File: src/rtl/fifo_read_ctrl.sv
// Read-side controller of an asynchronous FIFO (rclk domain): Gray/binary read pointer,
// empty / almost-empty / level flags, and a 2-entry first-word-fall-through output buffer.
module fifo_read_ctrl #(
    parameter int ADDRSIZE      = 4,
    parameter int DATASIZE      = 8,
    parameter int AEMPTY_THRESH = 2
) (
    input  logic                rclk,
    input  logic                rrst_n,
    input  logic [ADDRSIZE:0]   rq2_wptr,
    output logic [ADDRSIZE:0]   rptr,
    output logic [ADDRSIZE-1:0] raddr,
    output logic                ren,
    input  logic [DATASIZE-1:0] rmem_data,
    output logic [DATASIZE-1:0] rdata,
    output logic                rvalid,
    input  logic                rready,
    output logic                rempty,
    output logic                raempty,
    output logic [ADDRSIZE:0]   rlevel
);

    localparam int PW = ADDRSIZE + 1;
    localparam logic [PW-1:0] AE_TH = PW'(AEMPTY_THRESH);

    logic [PW-1:0]       r_rbin;
    logic [PW-1:0]       r_rptr;
    logic [PW-1:0]       r_rlevel;
    logic                r_rempty;
    logic                r_raempty;
    logic [DATASIZE-1:0] r_head;
    logic                r_head_v;
    logic [DATASIZE-1:0] r_skid;
    logic                r_skid_v;
    logic                r_in_flight;

    logic [PW-1:0] w_rbin_next;
    logic [PW-1:0] w_rgray_next;
    logic [PW-1:0] w_wbin;
    logic [PW-1:0] w_level_next;
    logic          w_pop;
    logic [1:0]    w_occ;
    logic [1:0]    w_avail;
    logic          w_ren;

    // Output handshake: a word transfers on a rclk edge where rvalid and rready are both high;
    // while rvalid=1 and rready=0, rdata/rvalid hold; rready with rvalid=0 is ignored.
    assign w_pop   = r_head_v & rready;
    assign w_occ   = {1'b0, r_head_v} + {1'b0, r_skid_v} + {1'b0, r_in_flight};
    assign w_avail = w_occ - {1'b0, w_pop};
    // Words already requested from the RAM count as buffered, so the buffer can never overflow.
    assign w_ren   = !r_rempty && (w_avail < 2'd2);

    assign w_rbin_next  = r_rbin + {{(PW-1){1'b0}}, w_ren};
    assign w_rgray_next = (w_rbin_next >> 1) ^ w_rbin_next;

    always_comb begin
        w_wbin = '0;
        for (int i = 0; i < PW; i++) begin
            w_wbin[i] = ^(rq2_wptr >> i);
        end
    end

    assign w_level_next = w_wbin - w_rbin_next;

    always_ff @(posedge rclk or negedge rrst_n) begin
        if (!rrst_n) begin
            r_rbin    <= '0;
            r_rptr    <= '0;
            r_rempty  <= 1'b1;
            r_raempty <= 1'b1;
            r_rlevel  <= '0;
        end else begin
            r_rbin    <= w_rbin_next;
            r_rptr    <= w_rgray_next;
            r_rempty  <= (w_rgray_next == rq2_wptr);
            r_raempty <= (w_level_next <= AE_TH);
            r_rlevel  <= w_level_next;
        end
    end

    // Head/skid buffer: data returning from the RAM lands in the head when it is free or
    // draining with an empty skid; otherwise in the skid. Skid always drains into the head first.
    always_ff @(posedge rclk or negedge rrst_n) begin
        if (!rrst_n) begin
            r_head      <= '0;
            r_head_v    <= 1'b0;
            r_skid      <= '0;
            r_skid_v    <= 1'b0;
            r_in_flight <= 1'b0;
        end else begin
            r_in_flight <= w_ren;
            if (w_pop) begin
                if (r_skid_v) begin
                    r_head   <= r_skid;
                    r_head_v <= 1'b1;
                    if (r_in_flight) begin
                        r_skid <= rmem_data;
                    end
                    r_skid_v <= r_in_flight;
                end else begin
                    if (r_in_flight) begin
                        r_head <= rmem_data;
                    end
                    r_head_v <= r_in_flight;
                end
            end else if (r_in_flight) begin
                if (!r_head_v) begin
                    r_head   <= rmem_data;
                    r_head_v <= 1'b1;
                end else begin
                    r_skid   <= rmem_data;
                    r_skid_v <= 1'b1;
                end
            end
        end
    end

    assign rptr    = r_rptr;
    assign raddr   = r_rbin[ADDRSIZE-1:0];
    assign ren     = w_ren;
    assign rdata   = r_head;
    assign rvalid  = r_head_v;
    assign rempty  = r_rempty;
    assign raempty = r_raempty;
    assign rlevel  = r_rlevel;

endmodule
File: config.mk
export PLATFORM = sky130hd
export DESIGN_NAME = fifo_read_ctrl
export DESIGN_NICKNAME = d
export VERILOG_FILES = /design/src/rtl/fifo_read_ctrl.sv
export SDC_FILE = /design/constraint.sdc
export NUM_CORES = 1
export LEC_CHECK = 0
export CELL_PAD_IN_SITES_DETAIL_PLACEMENT = 0
export CELL_PAD_IN_SITES_GLOBAL_PLACEMENT = 1
export CORE_MARGIN = 1
export CORE_UTILIZATION = 38
export CTS_CLUSTER_DIAMETER = 40
export CTS_CLUSTER_SIZE = 12
export DETAILED_ROUTE_END_ITERATION = 7
export GPL_ROUTABILITY_DRIVEN = 1
export GPL_TIMING_DRIVEN = 1
export PLACE_DENSITY_LB_ADDON = 0.1
export SLEW_MARGIN = 20
export SYNTH_ARGS = -nofsm -noshare
export SYNTH_HDL_FRONTEND = slang
export SYNTH_SLANG_ARGS = --single-unit
File: constraint.sdc
create_clock -name rclk -period 4.05 [get_ports rclk]
set_clock_uncertainty 0.2 [all_clocks]
set_input_delay 0.81 -clock rclk [delete_from_list [all_inputs] [get_ports rclk]]
set_output_delay 0.81 -clock rclk [all_outputs]
set_load 0.005 [all_outputs]
* Word-level counts from Yosys, hierarchy flattened
Cells that the tools add are included.
Word-level totals: bits in latches 0, register bits 36, ROM bits 0, RAM bits 0, memories 0
Operators by class: $mul 0, add/sub/neg operators 5, equality and inequality tests 3, reduce and logical (&&, ||, !) cells 13, divide/modulo/power cells 0, mux-type cells 16, shift operators 0, bitwise operators 2, magnitude comparators 2
Operator list (count):
- $mux W8 | 9
- $reduce_xor A5 Y1 | 5
- $mux W1 | 7
- $reduce_and A3 Y1 | 2
- $reduce_bool A2 Y1 | 3
- $add A5 B1 Y5 | 1
- $eq A5 B5 Y1 | 1
- $le A5 B2 Y1 const B | 1
- $sub A5 B5 Y5 | 1
- $xor A4 B5 Y5 | 1
- $add A1 B1 Y2 | 1
- $add A2 B1 Y2 | 1
- $lt A2 B2 Y1 const B | 1
- $ne A2 B1 Y1 const B | 1
- $ne A2 B2 Y1 const B | 1
- $reduce_and A2 Y1 | 1
- $sub A2 B1 Y2 | 1
- $and A1 B1 Y1 | 1
- $logic_and A1 B1 Y1 | 1
- $logic_not A1 Y1 | 1

* Longest topological paths before layout
Gate-level depths: netlist of run 1.
depth after elaboration 8, gate-level depth with buffers 16, mapped depth without buffers 16

* Worst setup path after synthesis of run 1
No wires, ideal clock.
path kind input to register, start point input port rready, end point register r_raempty (netlist: raempty), buffers on the path 0, required time 3.756 ns, slack -0.016 ns, stages on the path 16, arrival time 3.771 ns, path through and2_1 ha_1 inv_1 ha_1 a21oi_1 xnor2_1 nor2_1 ha_1 ha_1 inv_1 ha_1 nor2b_1 o21ai_0 and2_1 or4_1 a311oi_1
On the way: cells in the longest elaborated chain, start to end 7
Ends and longest elaborated chain:
- start: declaration | RTL line 17 | input logic rready,
- $and A1 B1 Y1 | RTL line 48 | assign w_pop = r_head_v & rready;
- $sub A2 B1 Y2 | RTL line 50 | assign w_avail = w_occ - {1'b0, w_pop};
- $lt A2 B2 Y1 | RTL line 52 | assign w_ren = !r_rempty && (w_avail < 2'd2);
- $logic_and A1 B1 Y1 | RTL line 52
- via ren | RTL line 13 | output logic ren,
- $add A5 B1 Y5 | RTL line 54 | assign w_rbin_next = r_rbin + {{(PW-1){1'b0}}, w_ren};
- via w_rbin_next[1] | RTL line 37 | logic [PW-1:0] w_rbin_next;
- $sub A5 B5 Y5 | RTL line 64 | assign w_level_next = w_wbin - w_rbin_next;
- $le A5 B2 Y1 | RTL line 77 | r_raempty <= (w_level_next <= AE_TH);
- end signal: assignment | RTL line 77
- end: declaration | RTL line 30 | logic r_raempty;
The timed path passes the listed nets, and every way through them passes these cells. A chain may end at the register's enable or synchronous reset.

* Final worst setup path of run 1
start point input port rready, end point register r_raempty (netlist: raempty)
On the way: cells in the longest elaborated chain, start to end 7
Ends and longest elaborated chain (RTL line):
- $and A1 B1 Y1 | 48
- $sub A2 B1 Y2 | 50
- $lt A2 B2 Y1 | 52
- $logic_and A1 B1 Y1 | 52
- $add A5 B1 Y5 | 54
- via w_rbin_next[1] | 37
- $sub A5 B5 Y5 | 64
- $le A5 B2 Y1 | 77
The timed path passes the listed nets, and every way through them passes these cells.

==> results.md, run 1 <==
* Slew Limit Fails at 0
* CTS tree: yes
* Hold Path Class: reg2reg
* Initial antenna violation count at 0
* DIE AREA at 4640 um^2
* Clk buf depth at 2
* Dpl ws at -0.503 ns
* Syn nets at 165
* Reg2Reg Capture Point: raempty
* Drt total wl at around 3.3 mm
* Initial Utilization at between 40% and 50%
* Startpoint Class: primary input
* Cell Pwr Density at around 1200 nW/um^2
* Critical path required time at 4.04 ns
* R2r setup slk at between 0.3 and 0.4 ns
* H-tree levels at 2
* FP Rows at 23
* RSZ-0062 raised after global routing: no
* Cells on worst reg2reg path at 16
* Commonest non-fill, non-tap cell in the layout: clkdlybuf4s50_1
* Layout area overhead at 45.2%
* Final Setup Violations at 0
* TritonCTS Buffers at 5
* Most frequent cells in the layout: clkdlybuf4s50_1 (40), dfrtp_1 (33), buf_4 (20)
* DRC at 0
* Peak supply drop at about 0.72 mV
* WP data arrival at around 4 ns
* Vias in the first global route at approximately 1,200
* DRT iter0 DRCs at 54
* Clock transition at the registers of the reported paths at ~0.06 ns
* Gate power share at between 60% and 70%
* Port bufs at just over 40
* CP startpoint: rready
* Final period util at a little over nine tenths
* Total grt overflow at 0
* Io pins at 42
* Vias at roughly 1,200
* # diodes at 0
* Setup TNS at 0 ns
* Net Sw Frac at between 30 and 40%
* Hold_buf cts at 0
* Final min period at 3.92 ns
* Die Wd at ~68 um
* Hold Crit Depth at 2
* Clock sink count at 35
* Post-synthesis sequential area ratio at around 53%
* Netlist cell types at 29
* Pleak at 0.00111 uW
* Outcome: complete, no violations
* Root Driver: clkbuf_8
* DP HPWL at approximately 2.5 mm
* Overall Global Routing Usage at between 10% and 20%
* Hold Crit Start: rdata[1]
* Worst-path maximum fanout at 3
* 1st-pass router iterations at 4
* Vert. Die Dim at about 70 um
* Largest net degree at the start of global routing at 36
* Core region area at 4090 um^2
* Worst Hold Path EP: rdata[1]
* P_sw at 1030 uW
* Final Net Count at ~230
* First-pass GRT wire length at 5.31 mm
* Cell count after placement at 250
* DR WL/cell at 12.8 um
* Cells after synthesis at 140
* Reg power frac at between 20% and 30%
* Internal at 1750 uW
* Hold Slack at 0.281 ns
* Worst setup EP type: flip-flop
* Post-Layout Cell Count at roughly 260
* CP Class: in2reg
* Antenna-violating nets left at 0
* Via density at 4.74
* Synth warnings at 0
* Max-cap viol count at 0
* Final Hold Fails at 0
* Clock share of power at 8.5%
* Setup ws final at 0.127 ns
* Post-synthesis average cell area at ~12 um^2
* Slew @ Worst Pin at approximately 0.98 ns
* Relative slew slack at a little over a third
* Post-Syn Area at around 1700 um^2
* Clock latency on the worst-skew pair at 0.28 ns
* Register bit total from synthesis at 35
* Final GP Congestion at approximately 0.81
* Layout cells sized above 1 at 21.6%
* Post CTS Setup Buffer Count at 0
* Max Freq at about 0.25 GHz
* Worst r2r src: rvalid
## synth_stat cells
cell type  instances  area, um^2
mux2i_1            8        80.1
a21o_1             1        7.51
xnor3_1            1        22.5
a21boi_0           1        7.51
a311oi_1           1        8.76
or4_1              1        7.51
nand2_1           10        37.5
xor2_2             1        16.3
and3_1             1        6.26
dfstp_2            2        52.6
nor2b_1            1        6.26
nor3_1             2        10.0
ha_1               8         100
mux2_2             8        90.1
a21oi_1            3        15.0
o22ai_1            1        6.26
xor2_1            12         105
dfrtp_1           33         826
nand2b_1           1        6.26
nor3b_1            1        7.51
and2_1             2        12.5
nor2_1             2        7.51
inv_1             12        45.0
xnor2_1            7        61.3
nand4_1            1        6.26
clkbuf_1           1        3.75
nand3_1            3        15.0
o21ai_0           14        70.1
fa_1               1        20.0
## kinds of logic after synthesis
group           after synthesis  share of synthesized area, %
mux                          16                          10.2
buf+inv                      13                          2.94
fa+ha+maj                     9                          7.23
compound gates               21                          6.93
flops                        35                          52.9
xor+xnor                     21                          12.4
simple gates                 25                          7.39
## sequential cells by signal (all words and copies together) (netlist names)
register     flops
r_skid           8
rdata            8
r_rbin           5
rlevel           5
rptr             4
r_in_flight      1
r_skid_v         1
raempty          1
rempty           1
rvalid           1
## layout make-up
class                      count  area, um^2
inverter                      12        45.0
timing repair buffer          61         559
clock buffer                   7        76.3
clock inverter                 1        5.00
tap                           50        62.6
fill                         345        1680
multi-input combinational     92         785
sequential                    35         878
## power by group through the flow
stage                     clock network [uW]  logic, uW  registers (uW)
final                                    235       1890             652
after global routing                     261       2080             676
after CTS                                244       1880             655
after detailed placement                   0       1750             661
after global placement                     0       1700             655
after floorplan                            0        925             657
## worst max-delay path by stage
stage,to,cells after the start
2_1_floorplan,raempty,15
3_3_place_gp,raempty,17
3_5_place_dp,raempty,17
4_1_cts,raempty,17
5_1_grt,raempty,17
6_report,raempty,17
## routing by layer
layer	vias up	GRT usage (%)	share of wire (%)
met2	32	28.8	53
met4	0	8.07	2.4
met1	580	16.5	40
li1	604	-	-
met3	8	4.67	4.3
met5	-	0	0
## worst max-delay path, stage by stage
cell and delay [ns]:
dlygate4sd2_1 0.24, and2_1 0.14, ha_1 0.27, inv_1 0.04
ha_1 0.27, a21oi_2 0.13, xnor2_1 0.12, nor2_1 0.08
ha_2 0.21, ha_4 0.28, inv_1 0.04, ha_1 0.27
nor2b_4 0.14, o21ai_2 0.07, and2_4 0.14, or4_1 0.42
a311oi_2 0.24
## stage by stage
step           cell area (um^2)  total power, uW  utilization [%]
3_3_place_gp               2290             2360             56.1
3_5_place_dp               2290             2410             56.1
4_1_cts                    2400             2780             58.8
6_report                   2410             2780             59.0
5_1_grt                    2410             3020             59.0
2_1_floorplan              1670             1580                -
## what timing repair did
action	in CTS	in global routing
pin swaps	7	0
endpoints found under the setup margin	1	1
gates resized for setup	10	1
(Power assumes the default switching activity.)
==> inputs of run 2 (changes only) <==
Settings changed: CAP_MARGIN set to 20.
==> results of run 2 <==
Same layout as run 1: the final DEF is identical, and so are final timing and power.
